## src/rtl/reg_writeback_queue_if.sv

```systemverilog
// Write-back bus between the result producers and the register-file write port.
// The queue sits on the slave side; producers and register-file logic use master.
interface reg_writeback_queue_if #(
    parameter int unsigned DEPTH = 4,
    parameter int unsigned DW    = 32,
    parameter int unsigned AW    = 5
);
    localparam int unsigned CW = $clog2(DEPTH) + 1;

    logic          pipe_valid;
    logic [AW-1:0] pipe_addr;
    logic [DW-1:0] pipe_data;
    logic          pipe_stall;

    logic          ll_valid;
    logic [AW-1:0] ll_addr;
    logic [DW-1:0] ll_data;
    logic          ll_ready;

    logic [AW-1:0] rd_addr;
    logic [DW-1:0] rd_data;
    logic          reg_write;

    logic [AW-1:0] fwd_addr;
    logic          fwd_hit_c;
    logic [DW-1:0] fwd_data_c;

    logic [CW-1:0] count;

    modport master (
        output pipe_valid, pipe_addr, pipe_data,
        output ll_valid, ll_addr, ll_data,
        output fwd_addr,
        input  pipe_stall, ll_ready,
        input  rd_addr, rd_data, reg_write,
        input  fwd_hit_c, fwd_data_c,
        input  count
    );

    modport slave (
        input  pipe_valid, pipe_addr, pipe_data,
        input  ll_valid, ll_addr, ll_data,
        input  fwd_addr,
        output pipe_stall, ll_ready,
        output rd_addr, rd_data, reg_write,
        output fwd_hit_c, fwd_data_c,
        output count
    );
endinterface

```

## src/rtl/reg_writeback_queue.sv

```systemverilog
// Merges the in-order WB result and a FIFO of long-latency results onto the single
// register-file write port, with a starvation-forced drain and a forwarding lookup.
module reg_writeback_queue #(
    parameter int unsigned DEPTH      = 4,
    parameter int unsigned DW         = 32,
    parameter int unsigned AW         = 5,
    parameter int unsigned STARVE_MAX = 8
) (
    input  logic                 clk_i,
    input  logic                 rst_n_i,
    reg_writeback_queue_if.slave bus
);
    localparam int unsigned PW = $clog2(DEPTH);
    localparam int unsigned CW = PW + 1;
    localparam int unsigned SW = $clog2(STARVE_MAX + 1);

    typedef enum logic [0:0] {
        NORMAL = 1'b0,
        DRAIN  = 1'b1
    } state_t;

    typedef struct packed {
        logic [AW-1:0] addr;
        logic [DW-1:0] data;
    } entry_t;

    entry_t        mem [DEPTH];
    logic [PW-1:0] wr_ptr_q, rd_ptr_q;
    logic [CW-1:0] count_q, count_nxt;
    logic          ready_q, ready_nxt;
    logic [SW-1:0] starve_q, starve_nxt;
    state_t        state_q, state_nxt;
    logic          stall_q, stall_nxt;
    logic          we_q, we_nxt;
    logic [AW-1:0] rd_addr_q, addr_nxt;
    logic [DW-1:0] rd_data_q, data_nxt;
    logic          push, pop, pipe_win, nonempty;
    entry_t        head;
    logic          fwd_hit;
    logic [DW-1:0] fwd_data;

    assign head     = mem[rd_ptr_q];
    assign nonempty = (count_q != '0);

    // Arbitration, starvation tracking and next-state for the write port.
    always_comb begin
        state_nxt  = state_q;
        starve_nxt = starve_q;
        stall_nxt  = 1'b0;
        pop        = 1'b0;
        we_nxt     = 1'b0;
        addr_nxt   = rd_addr_q;
        data_nxt   = rd_data_q;
        pipe_win   = bus.pipe_valid && (bus.pipe_addr != '0);
        // Address-0 results complete the handshake but are never stored.
        push       = bus.ll_valid && ready_q && (bus.ll_addr != '0);

        unique case (state_q)
            NORMAL: begin
                if (pipe_win) begin
                    we_nxt     = 1'b1;
                    addr_nxt   = bus.pipe_addr;
                    data_nxt   = bus.pipe_data;
                    starve_nxt = nonempty ? (starve_q + SW'(1)) : '0;
                end else if (nonempty) begin
                    pop        = 1'b1;
                    we_nxt     = 1'b1;
                    addr_nxt   = head.addr;
                    data_nxt   = head.data;
                    starve_nxt = '0;
                end else begin
                    starve_nxt = '0;
                end
                if (starve_nxt == SW'(STARVE_MAX)) begin
                    state_nxt = DRAIN;
                    stall_nxt = 1'b1;
                end
            end
            DRAIN: begin
                // Pipeline is held this cycle; the head wins unconditionally.
                if (nonempty) begin
                    pop      = 1'b1;
                    we_nxt   = 1'b1;
                    addr_nxt = head.addr;
                    data_nxt = head.data;
                end
                starve_nxt = '0;
                state_nxt  = NORMAL;
            end
            default: state_nxt = NORMAL;
        endcase

        count_nxt = count_q + CW'(push) - CW'(pop);
        ready_nxt = (count_nxt != CW'(DEPTH));
    end

    // State and output registers.
    always_ff @(posedge clk_i or negedge rst_n_i) begin
        if (!rst_n_i) begin
            state_q   <= NORMAL;
            starve_q  <= '0;
            stall_q   <= 1'b0;
            we_q      <= 1'b0;
            rd_addr_q <= '0;
            rd_data_q <= '0;
            count_q   <= '0;
            ready_q   <= 1'b1;
            wr_ptr_q  <= '0;
            rd_ptr_q  <= '0;
        end else begin
            state_q   <= state_nxt;
            starve_q  <= starve_nxt;
            stall_q   <= stall_nxt;
            we_q      <= we_nxt;
            rd_addr_q <= addr_nxt;
            rd_data_q <= data_nxt;
            count_q   <= count_nxt;
            ready_q   <= ready_nxt;
            if (push) wr_ptr_q <= wr_ptr_q + PW'(1);
            if (pop)  rd_ptr_q <= rd_ptr_q + PW'(1);
        end
    end

    // Storage needs no reset: occupancy gates every read.
    always_ff @(posedge clk_i) begin
        if (push) mem[wr_ptr_q] <= '{addr: bus.ll_addr, data: bus.ll_data};
    end

    // Forwarding: output register first, then FIFO oldest-to-youngest so the youngest wins.
    always_comb begin
        fwd_hit  = 1'b0;
        fwd_data = '0;
        if (bus.fwd_addr != '0) begin
            if (we_q && (rd_addr_q == bus.fwd_addr)) begin
                fwd_hit  = 1'b1;
                fwd_data = rd_data_q;
            end
            for (int unsigned i = 0; i < DEPTH; i++) begin
                if ((CW'(i) < count_q) && (mem[rd_ptr_q + PW'(i)].addr == bus.fwd_addr)) begin
                    fwd_hit  = 1'b1;
                    fwd_data = mem[rd_ptr_q + PW'(i)].data;
                end
            end
        end
    end

    assign bus.pipe_stall = stall_q;
    assign bus.ll_ready   = ready_q;
    assign bus.rd_addr    = rd_addr_q;
    assign bus.rd_data    = rd_data_q;
    assign bus.reg_write  = we_q;
    assign bus.count      = count_q;
    assign bus.fwd_hit_c  = fwd_hit;
    assign bus.fwd_data_c = fwd_data;
endmodule

```

## src/flat_wrapper.sv

```systemverilog
// flat-port wrapper written by rule: the top's interface ports become plain ports
module reg_writeback_queue_flat 
#(
    parameter int unsigned DEPTH      = 4,
    parameter int unsigned DW         = 32,
    parameter int unsigned AW         = 5,
    parameter int unsigned STARVE_MAX = 8
)
  (clk_i, rst_n_i, bus_pipe_valid, bus_pipe_addr, bus_pipe_data, bus_ll_valid, bus_ll_addr, bus_ll_data, bus_fwd_addr, bus_pipe_stall, bus_ll_ready, bus_rd_addr, bus_rd_data, bus_reg_write, bus_fwd_hit_c, bus_fwd_data_c, bus_count);
  reg_writeback_queue_if #(.DEPTH(DEPTH), .DW(DW), .AW(AW)) bus_i ();
  input  logic clk_i;
  input  logic rst_n_i;
  input wire logic [$bits(bus_i.pipe_valid)-1:0] bus_pipe_valid;
  input wire logic [$bits(bus_i.pipe_addr)-1:0] bus_pipe_addr;
  input wire logic [$bits(bus_i.pipe_data)-1:0] bus_pipe_data;
  input wire logic [$bits(bus_i.ll_valid)-1:0] bus_ll_valid;
  input wire logic [$bits(bus_i.ll_addr)-1:0] bus_ll_addr;
  input wire logic [$bits(bus_i.ll_data)-1:0] bus_ll_data;
  input wire logic [$bits(bus_i.fwd_addr)-1:0] bus_fwd_addr;
  output wire logic [$bits(bus_i.pipe_stall)-1:0] bus_pipe_stall;
  output wire logic [$bits(bus_i.ll_ready)-1:0] bus_ll_ready;
  output wire logic [$bits(bus_i.rd_addr)-1:0] bus_rd_addr;
  output wire logic [$bits(bus_i.rd_data)-1:0] bus_rd_data;
  output wire logic [$bits(bus_i.reg_write)-1:0] bus_reg_write;
  output wire logic [$bits(bus_i.fwd_hit_c)-1:0] bus_fwd_hit_c;
  output wire logic [$bits(bus_i.fwd_data_c)-1:0] bus_fwd_data_c;
  output wire logic [$bits(bus_i.count)-1:0] bus_count;
  assign bus_i.pipe_valid = bus_pipe_valid;
  assign bus_i.pipe_addr = bus_pipe_addr;
  assign bus_i.pipe_data = bus_pipe_data;
  assign bus_i.ll_valid = bus_ll_valid;
  assign bus_i.ll_addr = bus_ll_addr;
  assign bus_i.ll_data = bus_ll_data;
  assign bus_i.fwd_addr = bus_fwd_addr;
  assign bus_pipe_stall = bus_i.pipe_stall;
  assign bus_ll_ready = bus_i.ll_ready;
  assign bus_rd_addr = bus_i.rd_addr;
  assign bus_rd_data = bus_i.rd_data;
  assign bus_reg_write = bus_i.reg_write;
  assign bus_fwd_hit_c = bus_i.fwd_hit_c;
  assign bus_fwd_data_c = bus_i.fwd_data_c;
  assign bus_count = bus_i.count;
  reg_writeback_queue #(.DEPTH(DEPTH), .DW(DW), .AW(AW), .STARVE_MAX(STARVE_MAX)) u_core (.clk_i(clk_i), .rst_n_i(rst_n_i), .bus(bus_i));
endmodule
```

## config.mk

```make
export PLATFORM = sky130hd
export DESIGN_NAME = reg_writeback_queue_flat
export DESIGN_NICKNAME = d
export VERILOG_FILES = /design/src/rtl/reg_writeback_queue_if.sv /design/src/rtl/reg_writeback_queue.sv /design/src/flat_wrapper.sv
export SDC_FILE = /design/constraint.sdc
export NUM_CORES = 1
export LEC_CHECK = 0
export ABC_AREA = 0
export BUFFER_PORTS_ARGS = -buffer_cell sky130_fd_sc_hd__buf_2
export CAP_MARGIN = 20
export CORE_MARGIN = 2
export CORE_UTILIZATION = 60
export CTS_CLUSTER_DIAMETER = 120
export DETAILED_ROUTE_END_ITERATION = 8
export HOLD_SLACK_MARGIN = 0.06
export PLACE_DENSITY_LB_ADDON = 0.08
export SETUP_SLACK_MARGIN = 0.4
export SLEW_MARGIN = 20
export SYNTH_ARGS = -nofsm -noshare
export SYNTH_HDL_FRONTEND = slang
export SYNTH_SLANG_ARGS = --single-unit
```

## constraint.sdc

```tcl
create_clock -name clk_i -period 10.8 [get_ports clk_i]
set_clock_uncertainty 0.2 [all_clocks]
set_input_delay 3.24 -clock clk_i [delete_from_list [all_inputs] [get_ports clk_i]]
set_output_delay 3.24 -clock clk_i [all_outputs]
set_load 0.005 [all_outputs]
```

==> impl_results.md, run 1 <==
- Syn Inst Count: 1156
- Initial core utilization: 61.2%
- FF-to-FF Start: u_core.rd_ptr_q[1]
- Vias per cell: 6.08
- CP Cell Sequence: buf_2 -> or2_2 -> mux2i_1 -> o2111ai_1 -> a311o_2 -> nand2_1 -> buf_4 -> o22ai_1 -> a211oi_1 -> buf_2
- Max incr delay on CP: 0.70 ns
- CTS Hold Bufs: 0
- Final setup fails: 0
- CORE AREA: 19500 µm²
- Worst vdd ir: 0.155 mV
- FFs w/ async S/R, synth: 25.6%
- Syn nets: 1249
- Final non-filler cell total: 1535
- Total gr overflow: 0
- Final Slew Violations: 0
- Outcome: finished clean
- Worst skew pair latency: 0.44 ns
- Yosys warns: 0
- Post-Synth XOR/XNOR Area: 1.98%
- Post-synth top area share: 37.2%
- Post_cts resized: 0
- Vias in the first global route: 8920
- Top Ports: 159
- Pwr dens: 269 nW/µm²
- Lkg Pwr: 0.00511 µW
- CP dominant cell by count: buf_2
- Post-Syn Area: 12000 µm²
- Hold Crit Start: u_core.starve_q[0]
- Most common cell in the netlist: mux2i_1
- First-pass DRT Iterations: 6
- Delay-heaviest family, CP: compound AO/OA/AOI/OAI gates
- Max-Cap Viols: 0
- Multiplexer share of the synthesized area: 18.0%
- CP startpoint: bus_fwd_addr[0]
- Leading area contributor after synthesis: edfxtp_1
- List of most frequent post-synthesis cells: 153 x mux2i_1, 148 x edfxtp_1, 134 x nand2_1, 102 x a21oi_1, 80 x nor2_1
- Share of layout cells above drive strength 1: 21.3%
- Cts bufs inserted: 17
- Fin util: 68.7%
- Register bit total from synthesis: 199
- Mean Syn Cell Area: 10.3 µm²
- Starting DRC count in detailed routing: 658
- Via Count: 9331
- Relative slew slack: 30.3%
- Critical path launch point type: primary input
- Die Width: 145 µm
- Area of the multi-input gates: 5750 µm²
- Die H: 145 µm
- Largest family of logic cells by synthesized area: multiplexers
- Clock Sink Count: 199
- Clk root buf: clkbuf_16
- Dpl hpwl: 18800 µm
- WL final: 29400 µm
- Wire per inst: 19.1 µm
- Max FO, Critical Path: 37
- Synth-to-Final Area Change: 12.2%
- Post-CTS Setup Repair Bufs: 0
- Worst Tran Pin Value: 1.05 ns
- Dominant cells by area after synthesis: edfxtp_1 37%, mux2i_1 13%, dfrtp_1 10%
- H-tree levels: 4
- Largest net degree at the start of global routing: 105
- Minimum hold slack: 0.303 ns
- Post-Synth Simple-Gate Area: 12.9%
- Initial antenna violation count: 2
- Post-synth EDFFs: 148
- Compound-Gate Fraction of Synth Area: 14.0%
- IO Port Bufs: 158
- Layout Nets: 1348
- GPL Wtd Cong: 0.792
- First-pass GRT wire length: 46200 µm
- Adder-Cell Fraction of Synth Area: 1.11%
- Unrepaired setup endpoints after global routing: false
- HP Class: reg2reg
- Clock slew at reported path FFs: 0.07 ns
- Overall Power: 3600 µW
- Critical Setup Path Class: in2out
- CTS tree: done
- Max Root-Sink Buffers: 2
- Sequential Area: 5730 µm²
- R2R Setup Slk: 6.89 ns
- Placed insts: 1501
- DRC: 0
- Seq/Total Area, Yosys: 47.8%
- Die area: 21100 µm²
- Critical path buffer and inverter count: 3
- Crit path DAT: 6.33 ns
- Post-synthesis cell type count: 46
- Critical path endpoint category: output port
- Gr usage total: 27.7%
- Highest Clock Rate: 102 MHz
- Remaining antenna violation count: 0
- Tmin final: 9.77 ns
- Final Hold Viols: 0
- Main synth FF type: edfxtp_1
- Req. time, crit path: 7.36 ns
- Layout filler cell count: 1515
- Rows: 51
- Fin Setup TNS: 0 ns
- Final period util: 90.5%
- Crit path max-delay cell type: a311o_2
[path summary, 6_finish.rpt]
path | depth (start not counted) | end
max in group asynchronous | 2 | u_core.rd_ptr_q[0]
hold reg to reg | 1 | u_core.starve_q[0]
setup reg to reg | 7 | u_core.bus.rd_data[19]
hold / removal | 1 | u_core.starve_q[0]
setup / recovery | 10 | bus_fwd_data_c[7]
min in group asynchronous | 2 | u_core.bus.rd_data[27]
[metal layers]
metal  part of all wire (%)  GRT usage (%)  up-vias
met5                      0              0        -
met4                    1.9           10.2        0
met3                    6.0           5.09       41
met2                     48           45.3      324
met1                     44           37.2     4540
li1                       -              -     4426
[flip-flops by register name, indices dropped and copies added (netlist names)]
signal and flops:
u_core.bus.reg_write 1, u_core.wr_ptr_q 2, u_core.rd_ptr_q 2, u_core.bus.ll_ready 1, u_core.bus.count 3, u_core.bus.pipe_stall 1
u_core.bus.rd_data 32, u_core.bus.rd_addr 5, u_core.starve_q 4, u_core.mem 148
[kinds of logic (layout without fill, tap and decap cells)]
family | Yosys count | in the layout
flops | 199 | 199
fa+ha+maj | 10 | 10
xor+xnor | 27 | 27
mux | 197 | 197
compound gates | 276 | 276
buf+inv | 108 | 220
simple gates | 339 | 339
other cells | 0 | 2
[where the power goes]
group / internal (µW) / leakage [µW] / total (µW) / switching, µW
Combinational: 755 / 0.00286 / 1750 / 992
Clock: 372 / 0.000296 / 668 / 296
Sequential: 1010 / 0.00196 / 1190 / 175
[per-stage QoR]
stage                     setup slack (ns)  area, µm²
after floorplan                       2.16      12000
after global placement                1.21      12800
after detailed placement              1.04      12800
after CTS                             1.04      13400
after global routing                 0.899      13400
final                                 1.03      13400
[cell type report]
type | instances | share of cell area (%)
multi-input cells | 849 | 42.9
flip-flops and latches | 199 | 42.7
repair buffers | 177 | 6.96
clock buffers | 18 | 3.20
well taps | 265 | 2.47
clock inverters | 14 | 1.41
inverters | 11 | 0.326
diodes | 2 | 0.0373
[cell usage in the layout (no fill, tap or decap), types with 3 or more instances in the layout]
master | Yosys | final
o21ai_0 | 70 | 70
and2_1 | 35 | 31
buf_4 | 6 | 19
clkbuf_16 | 0 | 17
a21oi_1 | 102 | 102
nor2_1 | 80 | 79
mux4_2 | 11 | 11
clkinv_4 | 0 | 3
nand3_1 | 5 | 5
nor2b_1 | 32 | 31
inv_1 | 10 | 9
dfrtp_1 | 50 | 48
nand2_1 | 134 | 134
o22ai_1 | 31 | 31
xnor2_1 | 14 | 14
xor2_1 | 13 | 13
bufinv_16 | 0 | 3
a211oi_1 | 32 | 32
mux2_2 | 33 | 33
ha_1 | 9 | 9
nand2b_1 | 4 | 4
edfxtp_1 | 148 | 148
nor3_1 | 36 | 35
and2_2 | 0 | 4
inv_6 | 0 | 4
buf_2 | 11 | 158
mux2i_1 | 153 | 153
o31a_1 | 32 | 32
No activity file was read; power rests on OpenSTA's default activity.
==> run 2: changes to the inputs <==
--- a/config.mk
+++ b/config.mk
@@ -13,9 +13,10 @@
 export CTS_CLUSTER_DIAMETER = 120
 export DETAILED_ROUTE_END_ITERATION = 8
 export HOLD_SLACK_MARGIN = 0.06
-export PLACE_DENSITY_LB_ADDON = 0.08
+export PLACE_DENSITY = 0.94
 export SETUP_SLACK_MARGIN = 0.4
 export SLEW_MARGIN = 20
 export SYNTH_ARGS = -nofsm -noshare
 export SYNTH_HDL_FRONTEND = slang
 export SYNTH_SLANG_ARGS = --single-unit
+export TNS_END_PERCENT = 10
==> run 2 against run 1 <==
  * Setup slack improved by 0.065 ns
  * Sequential share of layout area rose by 0.17 points
  * Register-to-register slack got worse by 0.04 ns
  * Core utilization fell by 0.27 points
  * Via count rose by 3.3%
  * Largest cell class unchanged
==> impl_results.md, run 2 (synthesis results as in run 1) <==
- Outcome: finished clean
- Via Count: 9641
- Max-Cap Viols: 0
- Remaining antenna violation count: 0
- WL final: 30900 µm
- Relative slew slack: 22.3%
- Final setup fails: 0
- Final Slew Violations: 0
- Vias in the first global route: 9644
- IO Port Bufs: 158
- Cts bufs inserted: 17
- Vias per cell: 6.32
- Final non-filler cell total: 1525
- Layout Nets: 1339
- CTS tree: done
- Most flops, register: u_core.mem
- Synth-to-Final Area Change: 11.8%
- Max FO, Critical Path: 37
- Max reg flops: 148
- Gr usage total: 29.5%
- Placed instance area: 12700 µm²
- Fin Setup TNS: 0 ns
- Top Ports: 159
- Max Root-Sink Buffers: 2
- Largest net degree at the start of global routing: 81
- Design area: 13400 µm²
- Sw Pwr: 1490 µW
- Delay-heaviest family, CP: compound AO/OA/AOI/OAI gates
- Worst Tran Pin Value: 1.17 ns
- Clock slew at reported path FFs: 0.07 ns
- Initial core utilization: 61.2%
- Crit path max-delay cell type: nand2_2
- Share of layout cells above drive strength 1: 20.7%
- Worst skew pair latency: 0.44 ns
- Wire per inst: 20.3 µm
- Lkg Pwr: 0.00508 µW
- Switching share of power: 40.8%
- Critical path endpoint category: output port
- Critical Setup Path Class: in2out
- Die H: 145 µm
- Worst vdd ir: 0.203 mV
- DRC: 0
- Critical path launch point type: primary input
- Post-CTS Setup Repair Bufs: 0
- Tmin final: 9.70 ns
- Placed insts: 1492
- CP dominant cell by count: buf_2
- Unrepaired setup endpoints after global routing: false
- CP Cell Sequence: buf_2 -> or2_2 -> mux2i_1 -> o2111ai_1 -> a311o_2 -> nand2_2 -> o22ai_1 -> a211oi_1 -> buf_2
- Part of the power in registers: 32.9%
- Initial antenna violation count: 3
- Logic pwr share: 48.7%
- Max incr delay on CP: 0.78 ns
- Highest Clock Rate: 103 MHz
- Clock Sink Count: 199
- First-pass GRT wire length: 49300 µm
- Commonest non-fill, non-tap cell in the layout: buf_2
- Final period util: 89.9%
- Die area: 21100 µm²
- H-tree levels: 4
- Rows: 51
- Critical path buffer and inverter count: 2
- GPL Wtd Cong: 0.890
- CTS Hold Bufs: 0
- Pwr dens: 273 nW/µm²
- Dpl hpwl: 19100 µm
- Clk root buf: clkbuf_16
- Req. time, crit path: 7.36 ns
- Starting DRC count in detailed routing: 925
- HP Class: reg2reg
- Total gr overflow: 0
- Crit path DAT: 6.26 ns
- Commonest cells after routing, fill and taps aside: 158 x buf_2, 153 x mux2i_1, 148 x edfxtp_1
- Internal cell power: 2160 µW
- Clock power share: 18.4%
- Die Width: 145 µm
- First-pass DRT Iterations: 6
- CORE AREA: 19500 µm²
- Final Hold Viols: 0
- Post_cts resized: 0
[run 2: path summary, 6_finish.rpt]
path | from | end | slack, ns | depth (start not counted)
max in group asynchronous | rst_n_i | u_core.rd_ptr_q[1] | 7.05 | 2
max reg2reg | u_core.rd_ptr_q[1] | u_core.bus.rd_data[22] | 6.85 | 7
max | bus_fwd_addr[0] | bus_fwd_data_c[17] | 1.10 | 9
min | u_core.starve_q[0] | u_core.starve_q[0] | 0.30 | 1
min in group asynchronous | rst_n_i | u_core.bus.rd_data[28] | 2.75 | 2
min reg2reg | u_core.starve_q[0] | u_core.starve_q[0] | 0.30 | 1
[run 2: cell type report]
cell class | count | area, µm²
Inverter | 11 | 43.8
Sequential cell | 199 | 5730
Clock inverter | 12 | 173
Antenna cell | 1 | 2.50
Clock buffer | 20 | 447
Timing Repair Buffer | 168 | 866
Multi-Input combinational cell | 849 | 5770
Tap cell | 265 | 332
Fill cell | 1367 | 6160
[run 2: metal layers]
metal / track usage, % / routed length, µm
met1: 36.5 / 11700
met2: 48.8 / 15000
met3: 5.91 / 2880
met4: 16.4 / 1260
met5: 0 / 27
[run 2: through the flow]
step / hold WS [ns] / setup slack [ns] / utilization, % / power [µW]
after floorplan: 0.245 / 2.16 / - / 2490
after global placement: 0.273 / 1.36 / 65.2 / 2860
after detailed placement: 0.290 / 1.22 / 65.2 / 2940
after CTS: 0.299 / 1.18 / 68.4 / 3630
after global routing: 0.322 / 0.996 / 68.4 / 3880
final: 0.302 / 1.10 / 68.4 / 3650
[run 2: power by group through the flow]
stage	sequential [µW]	combinational (µW)	clock, µW
3_3_place_gp	1190	1670	0
4_1_cts	1200	1750	676
2_1_floorplan	1110	1380	0
3_5_place_dp	1210	1730	0
6_report	1200	1780	672
5_1_grt	1220	1950	709
==> run 3: changes to the inputs <==
--- a/config.mk
+++ b/config.mk
@@ -8,8 +8,9 @@
 export ABC_AREA = 0
 export BUFFER_PORTS_ARGS = -buffer_cell sky130_fd_sc_hd__buf_2
 export CAP_MARGIN = 20
-export CORE_MARGIN = 2
+export CORE_MARGIN = 1
 export CORE_UTILIZATION = 60
+export CTS_BUF_LIST = sky130_fd_sc_hd__clkbuf_4 sky130_fd_sc_hd__clkbuf_8
 export CTS_CLUSTER_DIAMETER = 120
 export DETAILED_ROUTE_END_ITERATION = 8
 export HOLD_SLACK_MARGIN = 0.06
==> run 3 against run 2 <==
  * Wire length up 0.15%
  * Via count up 0.55%
  * Non-clock buffer count up 1
  * Worst hold slack worse by 0.011 ns
  * Clock power down 21%
  * Die area down 2.7%
  * Sequential share of layout area up 0.55 points
  * Maximum frequency up 1.9%
  * Global-route usage up 0.89 points
  * Critical endpoint is now bus_fwd_data_c[13]
  * Largest cell class unchanged
==> impl_results.md, run 3 (synthesis results as in run 1) <==
- Outcome: finished clean
- Die Width: 143 µm
- Worst vdd ir: 0.173 mV
- H-tree levels: 4
- Fin Setup TNS: 0 ns
- Die area: 20500 µm²
- Crit path max-delay cell type: nor2b_4
- Most flops, register: u_core.mem
- CTS Hold Bufs: 0
- WL final: 31000 µm
- Clock power share: 15.1%
- HP Class: reg2reg
- Commonest non-fill, non-tap cell in the layout: buf_2
- Logic pwr share: 50.5%
- Tmin final: 9.53 ns
- Final Slew Violations: 0
- Die H: 143 µm
- Pwr dens: 265 nW/µm²
- Via Count: 9694
- Dpl hpwl: 19300 µm
- DRC: 0
- CP dominant cell by count: buf_2
- CTS tree: done
- Post_cts resized: 0
- GPL Wtd Cong: 0.856
- Highest Clock Rate: 105 MHz
- Synth-to-Final Area Change: 10.3%
- Gr usage total: 30.4%
- Commonest cells after routing, fill and taps aside: 158 x buf_2, 153 x mux2i_1, 148 x edfxtp_1
- CP startpoint: bus_fwd_addr[4]
- Critical path buffer and inverter count: 3
- Delay-heaviest family, CP: compound AO/OA/AOI/OAI gates
- Initial antenna violation count: 5
- FF-to-FF Start: u_core.bus.pipe_stall
- First-pass GRT wire length: 47200 µm
- Hold Crit Start: u_core.starve_q[0]
- Sw Pwr: 1470 µW
- Critical path launch point type: primary input
- Final period util: 88.2%
- Clk root buf: clkbuf_8
- Layout Nets: 1340
- Total gr overflow: 0
- Remaining antenna violation count: 0
- Unrepaired setup endpoints after global routing: false
- Vias per cell: 6.35
- Part of the power in registers: 34.4%
- Worst Tran Pin Value: 1.19 ns
- Final worst setup slack: 1.27 ns
- Cts bufs inserted: 17
- Final setup fails: 0
- Share of layout cells above drive strength 1: 21.0%
- Critical path endpoint category: output port
- Req. time, crit path: 7.36 ns
- Internal cell power: 2030 µW
- Max reg flops: 148
- Largest net degree at the start of global routing: 91
- Switching share of power: 41.9%
- IO Port Bufs: 158
- Critical Setup Path Class: in2out
- Relative slew slack: 21.0%
- Max incr delay on CP: 0.91 ns
- Pre-CTS worst setup slack: 1.38 ns
- Starting DRC count in detailed routing: 859
- Max-Cap Viols: 0
- Worst skew pair latency: 0.48 ns
- Post-CTS Setup Repair Bufs: 0
- Max FO, Critical Path: 33
- Max Root-Sink Buffers: 2
- Crit path DAT: 6.09 ns
- Initial core utilization: 61.2%
- First-pass DRT Iterations: 5
- Clock Sink Count: 199
- Top Ports: 159
- Lkg Pwr: 0.00501 µW
- CP Cell Sequence: buf_2 -> xor2_1 -> a221oi_1 -> a311o_2 -> buf_4 -> nor2b_4 -> a211oi_1 -> buf_2
- CORE AREA: 19500 µm²
- Overall Power: 3500 µW
- Final Hold Viols: 0
- Vias in the first global route: 9211
- Rows: 51
- Wire per inst: 20.3 µm
- Clock slew at reported path FFs: 0.10 ns
run 3: cell types whose count changed in the layout (fill, tap and decap cells not counted):
cell / before / now
clkbuf_16: 17 / 0
clkbuf_8: 1 / 18
clkbuf_4: 0 / 3
clkbuf_1: 2 / 0
buf_4: 10 / 11
clkinv_1: 1 / 0
clkinv_4: 1 / 2
diode_2: 1 / 2
inv_2: 1 / 0
inv_4: 1 / 2
inv_6: 2 / 1
nand2_1: 133 / 134
nand2_2: 1 / 0
run 3: layout make-up:
class	instances	area (µm²)
antenna	2	5.00
clock inverter	11	170
timing repair buffer	169	873
fill	1386	6330
clock buffer	21	270
tap	265	332
multi-input combinational	849	5770
sequential	199	5730
inverter	11	45.0
run 3: worst register-to-register path: cells and delay by family, from the launching register on:
| kind | cells | cell delay [ns] |
|---|---|---|
| DFF | 1 | 0.37 |
| and+or+nand+nor | 4 | 1.03 |
| adders and majority gates | 3 | 0.92 |
| buffers and inverters | 2 | 0.80 |
run 3: per-stage QoR:
step / hold WS, ns / cell area (µm²) / utilization [%] / std cells
2_1_floorplan: 0.245 / 12000 / - / 1156
3_3_place_gp: 0.266 / 12700 / 65.3 / 1493
3_5_place_dp: 0.276 / 12700 / 65.3 / 1493
4_1_cts: 0.290 / 13200 / 67.5 / 1525
5_1_grt: 0.309 / 13200 / 67.6 / 1526
6_report: 0.291 / 13200 / 67.6 / 1527
run 3: power by group through the flow:
stage               Sequential, µW  Clock, µW  Combinational, µW
floorplan                     1110          0               1380
global placement              1200          0               1650
detailed placement            1210          0               1720
CTS                           1200        528               1740
global route                  1220        557               1940
finish                        1200        529               1770
run 3: routing by layer:
layer / GRT usage [%] / wire length (µm) / part of all wire (%)
met1: 37.6 / 11800 / 38
met2: 50.4 / 15300 / 50
met3: 6.87 / 2710 / 8.8
met4: 14.8 / 1030 / 3.3
met5: 0 / 25 / 0.081
run 3: worst paths after layout:
| check | to | slack, ns | cells after the start |
|---|---|---|---|
| max in group asynchronous | u_core.rd_ptr_q[1] | 7.11 | 2 |
| worst max-delay path | bus_fwd_data_c[13] | 1.27 | 8 |
| min in group asynchronous | u_core.bus.rd_data[27] | 2.70 | 2 |
| worst min-delay path | u_core.starve_q[0] | 0.29 | 1 |
| worst min register to register | u_core.starve_q[0] | 0.29 | 1 |
| worst max register to register | u_core.bus.ll_ready | 7.42 | 9 |
